File: config.mk
export PLATFORM = sky130hd
export DESIGN_NAME = uart_transmitter
export DESIGN_NICKNAME = d
export VERILOG_FILES = /design/src/rtl/uart_transmitter.sv
export SDC_FILE = /design/constraint.sdc
export NUM_CORES = 1
export LEC_CHECK = 0
export CAP_MARGIN = 20
export CORE_UTILIZATION = 25
export DETAILED_ROUTE_END_ITERATION = 12
export HOLD_SLACK_MARGIN = 0.08
export PLACE_DENSITY = 0.48
export SLEW_MARGIN = 25
export SYNTH_ARGS = -nofsm -noshare
export SYNTH_HDL_FRONTEND = slang
export SYNTH_SLANG_ARGS = --single-unit
File: constraint.sdc
create_clock -name clk_i -period 9.9 [get_ports clk_i]
set_clock_uncertainty 0.05 [all_clocks]
set_input_delay 1.485 -clock clk_i [delete_from_list [all_inputs] [get_ports clk_i]]
set_output_delay 1.485 -clock clk_i [all_outputs]
set_load 0.05 [all_outputs]
File: src/rtl/uart_transmitter.sv
// Byte FIFO feeding an 8N1 serial transmitter with a per-frame latched bit period.
// Define UART_TX_PARITY_EN to insert an even-parity bit after data bit 7 (8E1 frames).
//
// state  | meaning
// IDLE   | line high, waiting for a queued byte
// START  | start bit (line low)
// DATA   | eight data bits, LSB first
// PARITY | even parity over the data byte (UART_TX_PARITY_EN only)
// STOP   | stop bit; last cycle pulses tx_done_o and may chain the next frame
module uart_transmitter #(
  parameter int FifoDepth = 4
) (
  input  logic                         clk_i,
  input  logic                         rst_ni,
  input  logic [14:0]                  clks_per_bit_i,
  input  logic                         tx_valid_i,
  input  logic [7:0]                   tx_byte_i,
  output logic                         tx_ready_o,
  output logic                         tx_o,
  output logic                         tx_busy_o,
  output logic                         tx_done_o,
  output logic [$clog2(FifoDepth):0]   fifo_level_o
);

  localparam int AW = $clog2(FifoDepth);

  typedef enum logic [2:0] {
    IDLE  = 3'd0,
    START = 3'd1,
    DATA  = 3'd2,
    STOP  = 3'd3
`ifdef UART_TX_PARITY_EN
    , PARITY = 3'd4
`endif
  } state_e;

  state_e        state_q, state_d;
  logic [AW:0]   wr_ptr_q, wr_ptr_d;
  logic [AW:0]   rd_ptr_q, rd_ptr_d;
  logic [7:0]    mem_q [FifoDepth];
  logic [7:0]    mem_d [FifoDepth];
  logic [7:0]    shift_q, shift_d;
  logic [14:0]   period_q, period_d;
  logic [14:0]   cnt_q, cnt_d;
  logic [2:0]    bit_idx_q, bit_idx_d;
  logic          tx_q, tx_d;
`ifdef UART_TX_PARITY_EN
  logic          parity_q, parity_d;
`endif

  logic [AW:0]   level;
  logic          full;
  logic          empty;
  logic          push;
  logic          pop;
  logic          load;
  logic          done;
  logic          bit_end;
  logic [14:0]   cnt_next;
  logic [7:0]    head;

  assign level = wr_ptr_q - rd_ptr_q;
  assign full  = (level == (AW+1)'(FifoDepth));
  assign empty = (level == '0);
  assign push  = tx_valid_i && !full;
  assign head  = mem_q[rd_ptr_q[AW-1:0]];

  always_comb begin
    mem_d    = mem_q;
    wr_ptr_d = wr_ptr_q;
    rd_ptr_d = rd_ptr_q;
    if (push) begin
      mem_d[wr_ptr_q[AW-1:0]] = tx_byte_i;
      wr_ptr_d = wr_ptr_q + (AW+1)'(1);
    end
    if (pop) begin
      rd_ptr_d = rd_ptr_q + (AW+1)'(1);
    end
  end

  assign bit_end  = (cnt_q == period_q - 15'd1);
  assign cnt_next = bit_end ? 15'd0 : cnt_q + 15'd1;

  always_comb begin
    state_d   = state_q;
    shift_d   = shift_q;
    period_d  = period_q;
    cnt_d     = cnt_q;
    bit_idx_d = bit_idx_q;
    pop       = 1'b0;
    load      = 1'b0;
    done      = 1'b0;
`ifdef UART_TX_PARITY_EN
    parity_d  = parity_q;
`endif

    unique case (state_q)
      IDLE: begin
        if (!empty) load = 1'b1;
      end
      START: begin
        cnt_d = cnt_next;
        if (bit_end) state_d = DATA;
      end
      DATA: begin
        cnt_d = cnt_next;
        if (bit_end) begin
          if (bit_idx_q == 3'd7) begin
`ifdef UART_TX_PARITY_EN
            state_d = PARITY;
`else
            state_d = STOP;
`endif
          end else begin
            shift_d   = {1'b0, shift_q[7:1]};
            bit_idx_d = bit_idx_q + 3'd1;
          end
        end
      end
`ifdef UART_TX_PARITY_EN
      PARITY: begin
        cnt_d = cnt_next;
        if (bit_end) state_d = STOP;
      end
`endif
      STOP: begin
        cnt_d = cnt_next;
        if (bit_end) begin
          done = 1'b1;
          if (!empty) load = 1'b1;
          else        state_d = IDLE;
        end
      end
      default: state_d = IDLE;
    endcase

    // A load chains straight into START, so back-to-back frames have no idle gap.
    if (load) begin
      pop       = 1'b1;
      shift_d   = head;
      period_d  = (clks_per_bit_i == 15'd0) ? 15'd1 : clks_per_bit_i;
      cnt_d     = 15'd0;
      bit_idx_d = 3'd0;
      state_d   = START;
`ifdef UART_TX_PARITY_EN
      parity_d  = ^head;
`endif
    end
  end

  // Line level follows the state being entered so tx_o changes on the same edge.
  always_comb begin
    tx_d = 1'b1;
    unique case (state_d)
      IDLE:   tx_d = 1'b1;
      START:  tx_d = 1'b0;
      DATA:   tx_d = shift_d[0];
`ifdef UART_TX_PARITY_EN
      PARITY: tx_d = parity_d;
`endif
      STOP:   tx_d = 1'b1;
      default: tx_d = 1'b1;
    endcase
  end

  always_ff @(posedge clk_i or negedge rst_ni) begin
    if (!rst_ni) begin
      state_q   <= IDLE;
      wr_ptr_q  <= '0;
      rd_ptr_q  <= '0;
      for (int i = 0; i < FifoDepth; i++) mem_q[i] <= 8'h00;
      shift_q   <= 8'h00;
      period_q  <= 15'd1;
      cnt_q     <= 15'd0;
      bit_idx_q <= 3'd0;
      tx_q      <= 1'b1;
`ifdef UART_TX_PARITY_EN
      parity_q  <= 1'b0;
`endif
    end else begin
      state_q   <= state_d;
      wr_ptr_q  <= wr_ptr_d;
      rd_ptr_q  <= rd_ptr_d;
      mem_q     <= mem_d;
      shift_q   <= shift_d;
      period_q  <= period_d;
      cnt_q     <= cnt_d;
      bit_idx_q <= bit_idx_d;
      tx_q      <= tx_d;
`ifdef UART_TX_PARITY_EN
      parity_q  <= parity_d;
`endif
    end
  end

  assign tx_o         = tx_q;
  assign tx_ready_o   = !full;
  assign tx_busy_o    = (state_q != IDLE) || !empty;
  assign tx_done_o    = done;
  assign fifo_level_o = level;

endmodule

==> impl_metrics.csv <==
group,metric,value,unit
global_routing,grt_usage,12.1,%
pwr,vdd_ir_drop_max,0.124,mV
drt,routed_wl,9970,um
critical_path,worstPathMaxFanout,12,
floorplanning,core_area,0.0172,mm^2
pwr,power_density,327,mW/mm^2
drt,drt_iter0_drc,191,
critical_path,critPathKind,"flop to output pin",
cts,cts_setup_buffers,0,
critical_path,rr_worst_depth,8,
cells_and_area,final_common_cell,"dfrtp_1",
logic_synthesis,synth_nets,451,
pwr,seqPwrFrac,36.2,%
pwr,p_int,1.03,mW
cells_and_area,syn2layout_area_growth,18.9,%
cts,cts_max_level,3,
place,gp_congestion,0.810,
cts,root_buffer,"clkbuf_16",
critical_path,reg2reg_to,"cnt_q[2]$_DFFE_PN0P_",
sta,setup_tns,0,ns
cts,clkLatencyLatePin,0.34,ns
cells_and_area,fin_nets,479,
sta,fmax,0.171,GHz
cts,cts_tree,"built",
sta,fin_crit_sh,59.1,%
pwr,power_frac_comb,43.9,%
place,dp_hpwl,7090,um
cells_and_area,drive_above_1_share,14.1,%
floorplanning,initial_core_util,25.5,%
flow_run,maxCapViolCount,0,
pwr,p_sw_share,39.7,%
critical_path,required,8.37,ns
logic_synthesis,synthArstFlopShare,100,%
cells_and_area,final_cell_mix,"dfrtp_1 (81), nand2_1 (64), mux2_2 (32), clkdlybuf4s50_1 (31), nor2_1 (19)",
pwr,p_sw,0.677,mW
place,port_buffers,32,
logic_synthesis,synth_cells,414,
cts,cts_hold_buf,0,
cts,path_clk_slew,0.06,ns
drt,drt_pass1_iterations,4,
drt,avgRoutedWirePerCell,14.8,um
floorplanning,dieHeight,135,um
cts,cts_buffers,9,
pwr,leakage,2.25,nW
worst_hold_path,min_path_type,"flop to flop",
sta,finalWorstSetupSlack,4.05,ns
drt,final_antenna_net_count,0,
sta,min_period,5.85,ns
cells_and_area,antennaDiodeCount,0,
global_routing,globalRouteOverflowTotal,0,
sta,rsz0062_at_grt,"false",
floorplanning,io_pins,33,
global_routing,grt_max_degree,63,
logic_synthesis,yosys_warnings,0,
cts,cts_sinks,83,
critical_path,startpoint_type,"flop",
logic_synthesis,synth_edf_count,0,
critical_path,cp_slowest_cell,"clkdlybuf4s50_1",
cts,cts_resized,0,
sta,finalSetupViolations,0,
drt,via_per_inst,4.77,
critical_path,cp-end-kind,"output pin",
critical_path,crit_family,"simple AND/OR/NAND/NOR gates",
logic_synthesis,synthesis.area,0.00439,mm^2
pwr,pwr-share-clk,19.9,%
logic_synthesis,ys_seq_elements,83,
critical_path,cp.arrival,4.32,ns
critical_path,crit_cells,7,
critical_path,crit_start,"period_q[3]$_DFFE_PN0N_",
critical_path,reg2reg_from,"period_q[3]$_DFFE_PN0N_",
global_routing,grt_pass1_wl,17300,um
global_routing,grt_pass1_vias,3490,
logic_synthesis,synth.avg_cell_area,10.6,um^2
cts,clockBufferDepth,2,
floorplanning,die_area,0.0181,mm^2
logic_synthesis,yosys_most_used_dff,"dfrtp_1",
drt,vias,3207,
sta,drv_slew,0,
sta,hold_violations,0,
critical_path,ff2ff_setup_slack,5.83,ns
place,preCtsSetupSlack,4.33,ns
outcome,status,"complete, no violations",
floorplanning,fp-row-count,48,
critical_path,endpoint,"tx_done_o",
sta,tightest_slew,0.980,ns
logic_synthesis,synth_cell_types,54,
drt,drc_errors,0,
critical_path,path_cells,"or4_1 -> or4_1 -> xnor2_1 -> nor4_1 -> nand4_1 -> nor3_1 -> clkdlybuf4s50_1",
sta,slew_headroom,34.7,%
global_routing,antenna_found_initial,0,
floorplanning,die_w,135,um
critical_path,cp_num_buf_inv,1,
critical_path,worst_path_most_repeated_cell,"or4_1",
critical_path,critPathMaxStageDelay,0.85,ns
logic_synthesis,ys_seq_area_share,47.3,%
[cell families after synthesis]
group | Yosys count | share of synthesized area, %
AOI/OAI and AO/OA | 72 | 11.3
xor gates and xnor gates | 26 | 5.53
adders and majority gates | 11 | 3.30
buffers and inverters | 26 | 2.76
DFF | 83 | 47.3
muxes | 43 | 13.0
other | 1 | 0.0854
and+or+nand+nor | 152 | 16.7
[layout make-up]
cell class | count | area [um^2]
Fill cell | 1738 | 12000
Multi-Input combinational cell | 305 | 2190
Sequential cell | 83 | 2080
Timing Repair Buffer | 34 | 333
Tap cell | 225 | 282
Clock buffer | 10 | 229
Clock inverter | 6 | 72.6
Inverter | 9 | 33.8
[sequential cells by signal, indices dropped and copies added, names as in the netlist]
signal / count
bit_idx_q: 3
wr_ptr_q: 3
tx_o: 1
rd_ptr_q: 3
state_q: 3
cnt_q: 15
period_q: 15
mem_q: 32
shift_q: 8
[cell usage after synthesis (all sizes together) (2+ instances only)]
master  count  area [um^2]
nor4        6         37.5
mux2i       3         30.0
o21ai      16         80.1
o22ai       2         12.5
dfstp       2         52.6
mux2       32          360
a21oi      12         60.1
buf        11         65.1
nor2       19         71.3
dfrtp      81         2030
nand4       4         25.0
nand3b      2         15.0
a22o       14          123
or4         5         41.3
a31oi       3         18.8
mux4        8          180
and2        2         12.5
nand3      15         75.1
nor2b       5         31.3
and3        5         31.3
o31ai       2         15.0
nor3       14         70.1
ha         10          125
xor2       11         96.3
clkbuf      6         22.5
and4        2         17.5
a21o        9         67.6
or3         3         18.8
inv         9         33.8
a211oi      2         15.0
nand2      65          244
xnor2      14          123
o211ai      3         22.5
[metal layers]
metal	GRT usage (%)	vias up	routed length, um
met2	20.8	56	4890
met4	3.75	0	104
met5	0	-	0
met1	15.2	1588	4660
met3	2.48	10	319
li1	-	1553	-
[through the flow]
step | power [mW] | instance area, um^2 | util (%) | hold WS, ns | std cells
finish | 1.71 | 5220 | 30.3 | 0.429 | 672
floorplan | 1.18 | 4390 | - | 0.397 | 414
detailed placement | 1.38 | 4920 | 28.5 | 0.419 | 656
global route | 1.84 | 5220 | 30.3 | 0.463 | 672
CTS | 1.73 | 5220 | 30.3 | 0.433 | 672
global placement | 1.36 | 4920 | 28.5 | 0.415 | 656
[worst reg2reg max path, delay by kind of cell (launching register included)]
family,cells,cell delay [ns]
AO/OA/AOI/OAI,2,0.92
AND/OR/NAND/NOR,6,2.60
flip-flops,1,0.43
[power by group through the flow]
| stage | sequential [mW] | clock [mW] | combinational (mW) |
|---|---|---|---|
| CTS | 0.619 | 0.350 | 0.762 |
| floorplan | 0.566 | 0 | 0.614 |
| global route | 0.642 | 0.365 | 0.831 |
| global placement | 0.617 | 0 | 0.748 |
| finish | 0.618 | 0.339 | 0.750 |
| detailed placement | 0.625 | 0 | 0.759 |
[how the worst min path moves through the flow]
stage	start	endpoint	slack (ns)	cells past startpoint
after floorplan	rd_ptr_q[2]$_DFFE_PN0N_	rd_ptr_q[2]$_DFFE_PN0N_	0.40	1
after global placement	shift_q[5]$_DFFE_PN0P_	shift_q[5]$_DFFE_PN0P_	0.42	1
after detailed placement	shift_q[1]$_DFFE_PN0P_	shift_q[1]$_DFFE_PN0P_	0.42	1
after CTS	shift_q[1]$_DFFE_PN0P_	shift_q[1]$_DFFE_PN0P_	0.43	1
after global routing	shift_q[3]$_DFFE_PN0P_	shift_q[3]$_DFFE_PN0P_	0.46	1
final	shift_q[1]$_DFFE_PN0P_	shift_q[1]$_DFFE_PN0P_	0.43	1
Power figures use the tool's default switching activity.
